File: config.mk
export PLATFORM = sky130hd
export DESIGN_NAME = cpe_column_ctrl
export DESIGN_NICKNAME = d
export VERILOG_FILES = /design/src/rtl/cpe_column_ctrl.sv
export SDC_FILE = /design/constraint.sdc
export NUM_CORES = 1
export LEC_CHECK = 0
export CAP_MARGIN = 20
export CORE_ASPECT_RATIO = 0.6
export CORE_UTILIZATION = 41
export DETAILED_ROUTE_END_ITERATION = 10
export PLACE_DENSITY_LB_ADDON = 0.1
export SETUP_SLACK_MARGIN = 0.3
export SLEW_MARGIN = 20
export SYNTH_ARGS = -nofsm -noshare
export SYNTH_HDL_FRONTEND = slang
export SYNTH_SLANG_ARGS = --single-unit
File: constraint.sdc
create_clock -name clk -period 7.25 [get_ports clk]
set_input_delay 0.725 -clock clk [delete_from_list [all_inputs] [get_ports clk]]
set_output_delay 0.725 -clock clk [all_outputs]
set_load 0.02 [all_outputs]
File: src/rtl/cpe_column_ctrl.sv
// cpe_column_ctrl: sequencer for one column of ROWS chained compensation PEs.
// Preloads 4-bit compensation weights down the CPE weight-pass chain (bottom row
// first), streams activation vectors with a one-cycle-per-row valid skew, and
// flags the cycles where the bottom row's compensation output is a finished sum.
//
// Ports:
//   clk, rst_n           clock, synchronous active-low reset
//   start/num_vec/cw_base job launch (sampled only in IDLE)
//   busy, done           job status (done is a one-cycle pulse)
//   cw_rd_en/cw_addr     compensation-memory read port, cw_rdata returned 1 cycle later
//   cw_data/cw_valid     weight into row 0 of the chain and chain shift enable
//   act_rd_en/act_addr   activation-buffer read port (address = vector index)
//   act_valid[ROWS]      per-row skewed activation valid
//   out_valid/out_idx    bottom-row finished sum and its vector index
//
// Optional macro CPE_CTRL_PERF_EN adds saturating perf_cycles/perf_jobs counters.
module cpe_column_ctrl #(
    parameter int unsigned ROWS   = 8,
    parameter int unsigned CW_AW  = 6,
    parameter int unsigned ACT_AW = 8,
    parameter int unsigned NV_W   = 8
) (
    input  logic              clk,
    input  logic              rst_n,
    input  logic              start,
    input  logic [NV_W-1:0]   num_vec,
    input  logic [CW_AW-1:0]  cw_base,
    output logic              busy,
    output logic              done,
    output logic              cw_rd_en,
    output logic [CW_AW-1:0]  cw_addr,
    input  logic [3:0]        cw_rdata,
    output logic [3:0]        cw_data,
    output logic              cw_valid,
    output logic              act_rd_en,
    output logic [ACT_AW-1:0] act_addr,
    output logic [ROWS-1:0]   act_valid,
    output logic              out_valid,
    output logic [NV_W-1:0]   out_idx
`ifdef CPE_CTRL_PERF_EN
    ,
    output logic [15:0]       perf_cycles,
    output logic [15:0]       perf_jobs
`endif
);

    localparam int unsigned CLOG_R = $clog2(ROWS + 1);
    localparam int unsigned CNT_W  = (NV_W > CLOG_R) ? NV_W : CLOG_R;
    localparam logic [CW_AW-1:0] LAST_ROW = CW_AW'(ROWS - 1);

    typedef enum logic [1:0] {IDLE, LOAD_W, STREAM, DRAIN} state_e;

    state_e             state_q, state_d;
    logic [CNT_W-1:0]   cnt_q, cnt_d;
    logic [NV_W-1:0]    nv_q, nv_d;
    logic [CW_AW-1:0]   base_q, base_d;

    logic               busy_q, busy_d;
    logic               done_q, done_d;
    logic               cw_rd_en_q, cw_rd_en_d;
    logic [CW_AW-1:0]   cw_addr_q, cw_addr_d;
    logic               cw_valid_q;
    logic               act_rd_en_q, act_rd_en_d;
    logic [ACT_AW-1:0]  act_addr_q, act_addr_d;
    logic [ROWS-1:0]    skew_q;
    logic               out_valid_q;
    logic [NV_W-1:0]    out_idx_q, out_idx_d;
    logic               last_read;

    // Final activation read of the job is issued in this STREAM cycle
    assign last_read = (cnt_q == (CNT_W'(nv_q) - CNT_W'(1)));

    // State register
    always_ff @(posedge clk) begin
        if (!rst_n) begin
            state_q <= IDLE;
            cnt_q   <= '0;
            nv_q    <= '0;
            base_q  <= '0;
        end else begin
            state_q <= state_d;
            cnt_q   <= cnt_d;
            nv_q    <= nv_d;
            base_q  <= base_d;
        end
    end

    // Next-state logic; cnt_q counts cycles within the current phase
    always_comb begin
        state_d = state_q;
        cnt_d   = cnt_q;
        nv_d    = nv_q;
        base_d  = base_q;
        case (state_q)
            IDLE: begin
                if (start) begin
                    state_d = LOAD_W;
                    cnt_d   = '0;
                    nv_d    = num_vec;
                    base_d  = cw_base;
                end
            end
            LOAD_W: begin
                // ROWS read cycles plus one cycle for the last read data to land
                if (cnt_q == CNT_W'(ROWS)) begin
                    cnt_d   = '0;
                    state_d = (nv_q == '0) ? DRAIN : STREAM;
                end else begin
                    cnt_d = cnt_q + CNT_W'(1);
                end
            end
            STREAM: begin
                if (last_read) begin
                    state_d = DRAIN;
                    cnt_d   = '0;
                end else begin
                    cnt_d = cnt_q + CNT_W'(1);
                end
            end
            DRAIN: begin
                if (done_q) begin
                    state_d = IDLE;
                end else if (cnt_q != CNT_W'(ROWS)) begin
                    cnt_d = cnt_q + CNT_W'(1);
                end
            end
            default: state_d = IDLE;
        endcase
    end

    // Output logic: next values of the registered outputs
    always_comb begin
        cw_rd_en_d  = 1'b0;
        cw_addr_d   = cw_addr_q;
        act_rd_en_d = 1'b0;
        act_addr_d  = act_addr_q;
        done_d      = 1'b0;
        out_idx_d   = out_valid_q ? (out_idx_q + NV_W'(1)) : out_idx_q;
        case (state_q)
            IDLE: begin
                if (start) begin
                    // Bottom row's weight goes first so it ends deepest in the chain
                    cw_rd_en_d = 1'b1;
                    cw_addr_d  = cw_base + LAST_ROW;
                    out_idx_d  = '0;
                end
            end
            LOAD_W: begin
                if (cnt_q < CNT_W'(ROWS - 1)) begin
                    cw_rd_en_d = 1'b1;
                    cw_addr_d  = cw_addr_q - CW_AW'(1);
                end else if (cnt_q == CNT_W'(ROWS)) begin
                    if (nv_q == '0) begin
                        done_d = 1'b1;
                    end else begin
                        act_rd_en_d = 1'b1;
                        act_addr_d  = '0;
                    end
                end
            end
            STREAM: begin
                if (!last_read) begin
                    act_rd_en_d = 1'b1;
                    act_addr_d  = act_addr_q + ACT_AW'(1);
                end
            end
            DRAIN: begin
                // Last out_valid is ROWS+1 cycles after the final read
                done_d = !done_q && (cnt_q == CNT_W'(ROWS));
            end
            default: ;
        endcase
        busy_d = (state_d != IDLE);
    end

    // Output registers and the row-skew shift register
    always_ff @(posedge clk) begin
        if (!rst_n) begin
            busy_q      <= 1'b0;
            done_q      <= 1'b0;
            cw_rd_en_q  <= 1'b0;
            cw_addr_q   <= '0;
            cw_valid_q  <= 1'b0;
            act_rd_en_q <= 1'b0;
            act_addr_q  <= '0;
            skew_q      <= '0;
            out_valid_q <= 1'b0;
            out_idx_q   <= '0;
        end else begin
            busy_q      <= busy_d;
            done_q      <= done_d;
            cw_rd_en_q  <= cw_rd_en_d;
            cw_addr_q   <= cw_addr_d;
            cw_valid_q  <= cw_rd_en_q;
            act_rd_en_q <= act_rd_en_d;
            act_addr_q  <= act_addr_d;
            skew_q      <= {skew_q[ROWS-2:0], act_rd_en_q};
            out_valid_q <= skew_q[ROWS-1];
            out_idx_q   <= out_idx_d;
        end
    end

    assign busy      = busy_q;
    assign done      = done_q;
    assign cw_rd_en  = cw_rd_en_q;
    assign cw_addr   = cw_addr_q;
    assign cw_data   = cw_rdata;
    assign cw_valid  = cw_valid_q;
    assign act_rd_en = act_rd_en_q;
    assign act_addr  = act_addr_q;
    assign act_valid = skew_q;
    assign out_valid = out_valid_q;
    assign out_idx   = out_idx_q;

`ifdef CPE_CTRL_PERF_EN
    logic [15:0] perf_cycles_q;
    logic [15:0] perf_jobs_q;

    // Saturating busy-cycle and completed-job counters
    always_ff @(posedge clk) begin
        if (!rst_n) begin
            perf_cycles_q <= '0;
            perf_jobs_q   <= '0;
        end else begin
            if (busy_q && (perf_cycles_q != 16'hFFFF)) perf_cycles_q <= perf_cycles_q + 16'd1;
            if (done_q && (perf_jobs_q != 16'hFFFF))   perf_jobs_q   <= perf_jobs_q + 16'd1;
        end
    end

    assign perf_cycles = perf_cycles_q;
    assign perf_jobs   = perf_jobs_q;
`endif

endmodule

==> run_results.csv <==
group,metric,value,unit
clocking,clk_latency,0.29,ns
worst_setup_path,crit_fanout,6,
layout,design_area,0.00365,mm^2
route,dr.pass1.iters,7,
route,viasPerCell,5.44,
pwr,switching_power,0.185,mW
layout,areaGrowthSynthToFinish,23.5,%
timing,worstMarginPinSlew,0.705,ns
clocking,clock_sinks,54,
worst_setup_path,cp_data_required_time,7.49,ns
synthesis,synth_nets,384,
timing,setup_tns,0,ns
clocking,cts_resized,0,
clocking,cts_max_level,2,
floorplan,die_w,112,um
timing,slew_violations,0,
timing,rsz0062_at_grt,"false",
layout,multiInputGateArea,0.00169,mm^2
route,drtIter0Drc,190,
grt,grt_pass1_vias,2270,
pwr,p_sw_share,26.0,%
floorplan,dieArea,0.00757,mm^2
synthesis,synth_edf_count,0,
worst_setup_path,cp-start-kind,"flip-flop",
synthesis,ys_types,59,
run_status,violations,"DRC",
layout,layout_common_cells,"54 x dfxtp_1, 52 x clkdlybuf4s50_1, 36 x nand2_1, 22 x a21oi_1, 21 x inv_1",
floorplan,ios,61,
route,ant_nets,0,
synthesis,synth_ff_type,"dfxtp_1",
timing,finalCritPeriodShare,36.4,%
clocking,cts_buffers,5,
run_status,status,"finished with violations",
clocking,clk_pin_slew,0.07,ns
worst_hold_path,hp-class,"flip-flop to flip-flop",
pwr,p_leak,1.32,nW
placement,placed_area,0.00349,mm^2
clocking,cts_tree,"yes",
worst_setup_path,cp.arrival,2.88,ns
synthesis,synth.avg_cell_area,8.43,um^2
route,remaining_drc_errors,5,
synthesis,netlist_instances,351,
grt,grt_usage,19.1,%
timing,final-setup-viol-count,0,
clocking,clk_path_buf_depth,2,
layout,instances_no_fill,478,
synthesis,ys_async_sr_fraction,0,%
layout,diodes,0,
grt,antenna_found_initial,0,
pwr,power_frac_clock,37.9,%
synthesis,ys_seq_area_share,36.5,%
pwr,internal-power,0.527,mW
grt,grt_max_degree,46,
pwr,max-vdd-ir-drop,0.118,mV
route,routed_wl,6870,um
clocking,post-cts-setup-buffers,0,
worst_setup_path,end_kind,"flip-flop",
floorplan,fp-row-count,23,
pwr,seq_power_share,44.9,%
grt,grt_pass1_wl,11300,um
route,vias,2602,
placement,dp.final_hpwl,5010,um
clocking,hold_buffers,0,
floorplan,fp.dieH,67.8,um
layout,final_common_cell,"dfxtp_1",
synthesis,ys_seq_elements,54,
placement,portBuffers,52,
route,wl_per_cell,14.4,um
run,drv_cap,0,
timing,final_hold_viol_count,0,
clocking,cts-root-buf,"clkbuf_16",
layout,regArea,0.00108,mm^2
worst_setup_path,path_class,"flip-flop to flip-flop",
floorplan,core_area,0.00682,mm^2
floorplan,initial_utilization,43.4,%
layout,postLayoutCoreUtil,53.6,%
synthesis,synth_area,0.00296,mm^2
pwr,power.density,195,mW/mm^2
layout,drive_gt1_share,5.88,%
synthesis,ys_warn_count,0,
timing,relSlewSlack,52.7,%
placement,dp.cells,470,
layout,fill_cells,648,
timing,period_needed,2.64,ns
placement,gp_congestion,0.838,
grt,grt.overflow.total,0,
pwr,power_frac_comb,17.2,%
timing,skew,0.00568,ns
timing,timing.fmax,0.379,GHz
layout,nets,423,
power groups by stage:
stage	logic, mW	clock network, mW	registers [mW]
3_3_place_gp	0.121	0	0.326
3_5_place_dp	0.122	0	0.327
6_report	0.123	0.270	0.320
4_1_cts	0.123	0.276	0.320
5_1_grt	0.135	0.292	0.322
2_1_floorplan	0.0801	0	0.331
critical path, stage by stage, from the launching register on:
cell and delay, ns:
dfxtp_1 0.35, inv_1 0.07, ha_1 0.18, or3b_1 0.41
nor3_1 0.48, or2_1 0.23, o21ai_0 0.25, or4_1 0.55
nand2_1 0.07
cell usage after synthesis, drive strengths merged, types with 2 or more instances:
| master | count | area, um^2 |
|---|---|---|
| o31ai | 3 | 22.5 |
| or2 | 3 | 18.8 |
| a21boi | 13 | 97.6 |
| inv | 21 | 78.8 |
| o211ai | 4 | 30.0 |
| and2 | 18 | 113 |
| a211oi | 2 | 15.0 |
| or3 | 9 | 56.3 |
| nand2 | 37 | 141 |
| ha | 12 | 150 |
| nand3 | 13 | 65.1 |
| nor3 | 7 | 40.0 |
| clkbuf | 13 | 50.0 |
| nor4 | 3 | 33.8 |
| nand4 | 7 | 43.8 |
| xnor2 | 7 | 61.3 |
| or3b | 2 | 17.5 |
| or4 | 6 | 48.8 |
| nor2 | 14 | 52.6 |
| a21oi | 23 | 119 |
| mux2i | 2 | 20.0 |
| o311a | 2 | 22.5 |
| a31oi | 6 | 52.6 |
| o21ai | 16 | 80.1 |
| and3 | 4 | 25.0 |
| nor2b | 2 | 12.5 |
| dfxtp | 54 | 1080 |
| buf | 8 | 57.6 |
| o21a | 2 | 15.0 |
| nor3b | 2 | 15.0 |
| xor2 | 10 | 87.6 |
| nand3b | 2 | 15.0 |
| o22ai | 6 | 37.5 |
| nand2b | 4 | 25.0 |
| o221a | 3 | 33.8 |
stage by stage:
step / hold slack [ns] / setup slack, ns / power, mW
finish: 0.464 / 4.61 / 0.713
global route: 0.494 / 4.46 / 0.749
CTS: 0.468 / 4.71 / 0.719
detailed placement: 0.447 / 4.66 / 0.449
global placement: 0.446 / 4.68 / 0.448
floorplan: 0.470 / 4.94 / 0.411
path summary, 6_finish.rpt:
check / from / end / cells after the start / slack [ns]
setup / recovery: nv_q[0] / act_addr[3] / 8 / 4.61
hold / removal: act_valid[1] / act_valid[2] / 1 / 0.46
setup reg to reg: nv_q[0] / act_addr[3] / 8 / 4.61
hold reg to reg: act_valid[1] / act_valid[2] / 1 / 0.46
routing by layer:
layer	up-vias	share of wire (%)	global-route usage, %
li1	1316	-	-
met2	78	40	27.1
met4	0	0.81	3.72
met1	1199	53	28.9
met5	-	0	0
met3	9	6.0	4.67
cells by family after synthesis:
logic type / share of synthesized area, %
buffers and inverters: 6.30
XOR/XNOR: 5.79
adder cells (fa/ha/maj): 5.07
multiplexers: 0.677
flip-flops: 36.5
AND/OR/NAND/NOR: 25.2
AO/OA/AOI/OAI: 20.4
final cells by class:
| class | count | area share, % |
|---|---|---|
| multi-input combinational | 255 | 46.3 |
| inverter | 21 | 2.16 |
| timing repair buffer | 53 | 14.4 |
| clock inverter | 2 | 1.03 |
| tap | 87 | 2.98 |
| clock buffer | 6 | 3.53 |
| sequential | 54 | 29.6 |
flip-flops by register name (all words and copies together), names as in the netlist:
signal / count
act_addr: 8
busy: 1
cw_valid: 1
done: 1
state_q: 2
cw_rd_en: 1
out_valid: 1
act_valid: 8
act_rd_en: 1
nv_q: 8
cw_addr: 6
cnt_q: 8
out_idx: 8
Note: power is estimated with default switching activity, not from simulation.
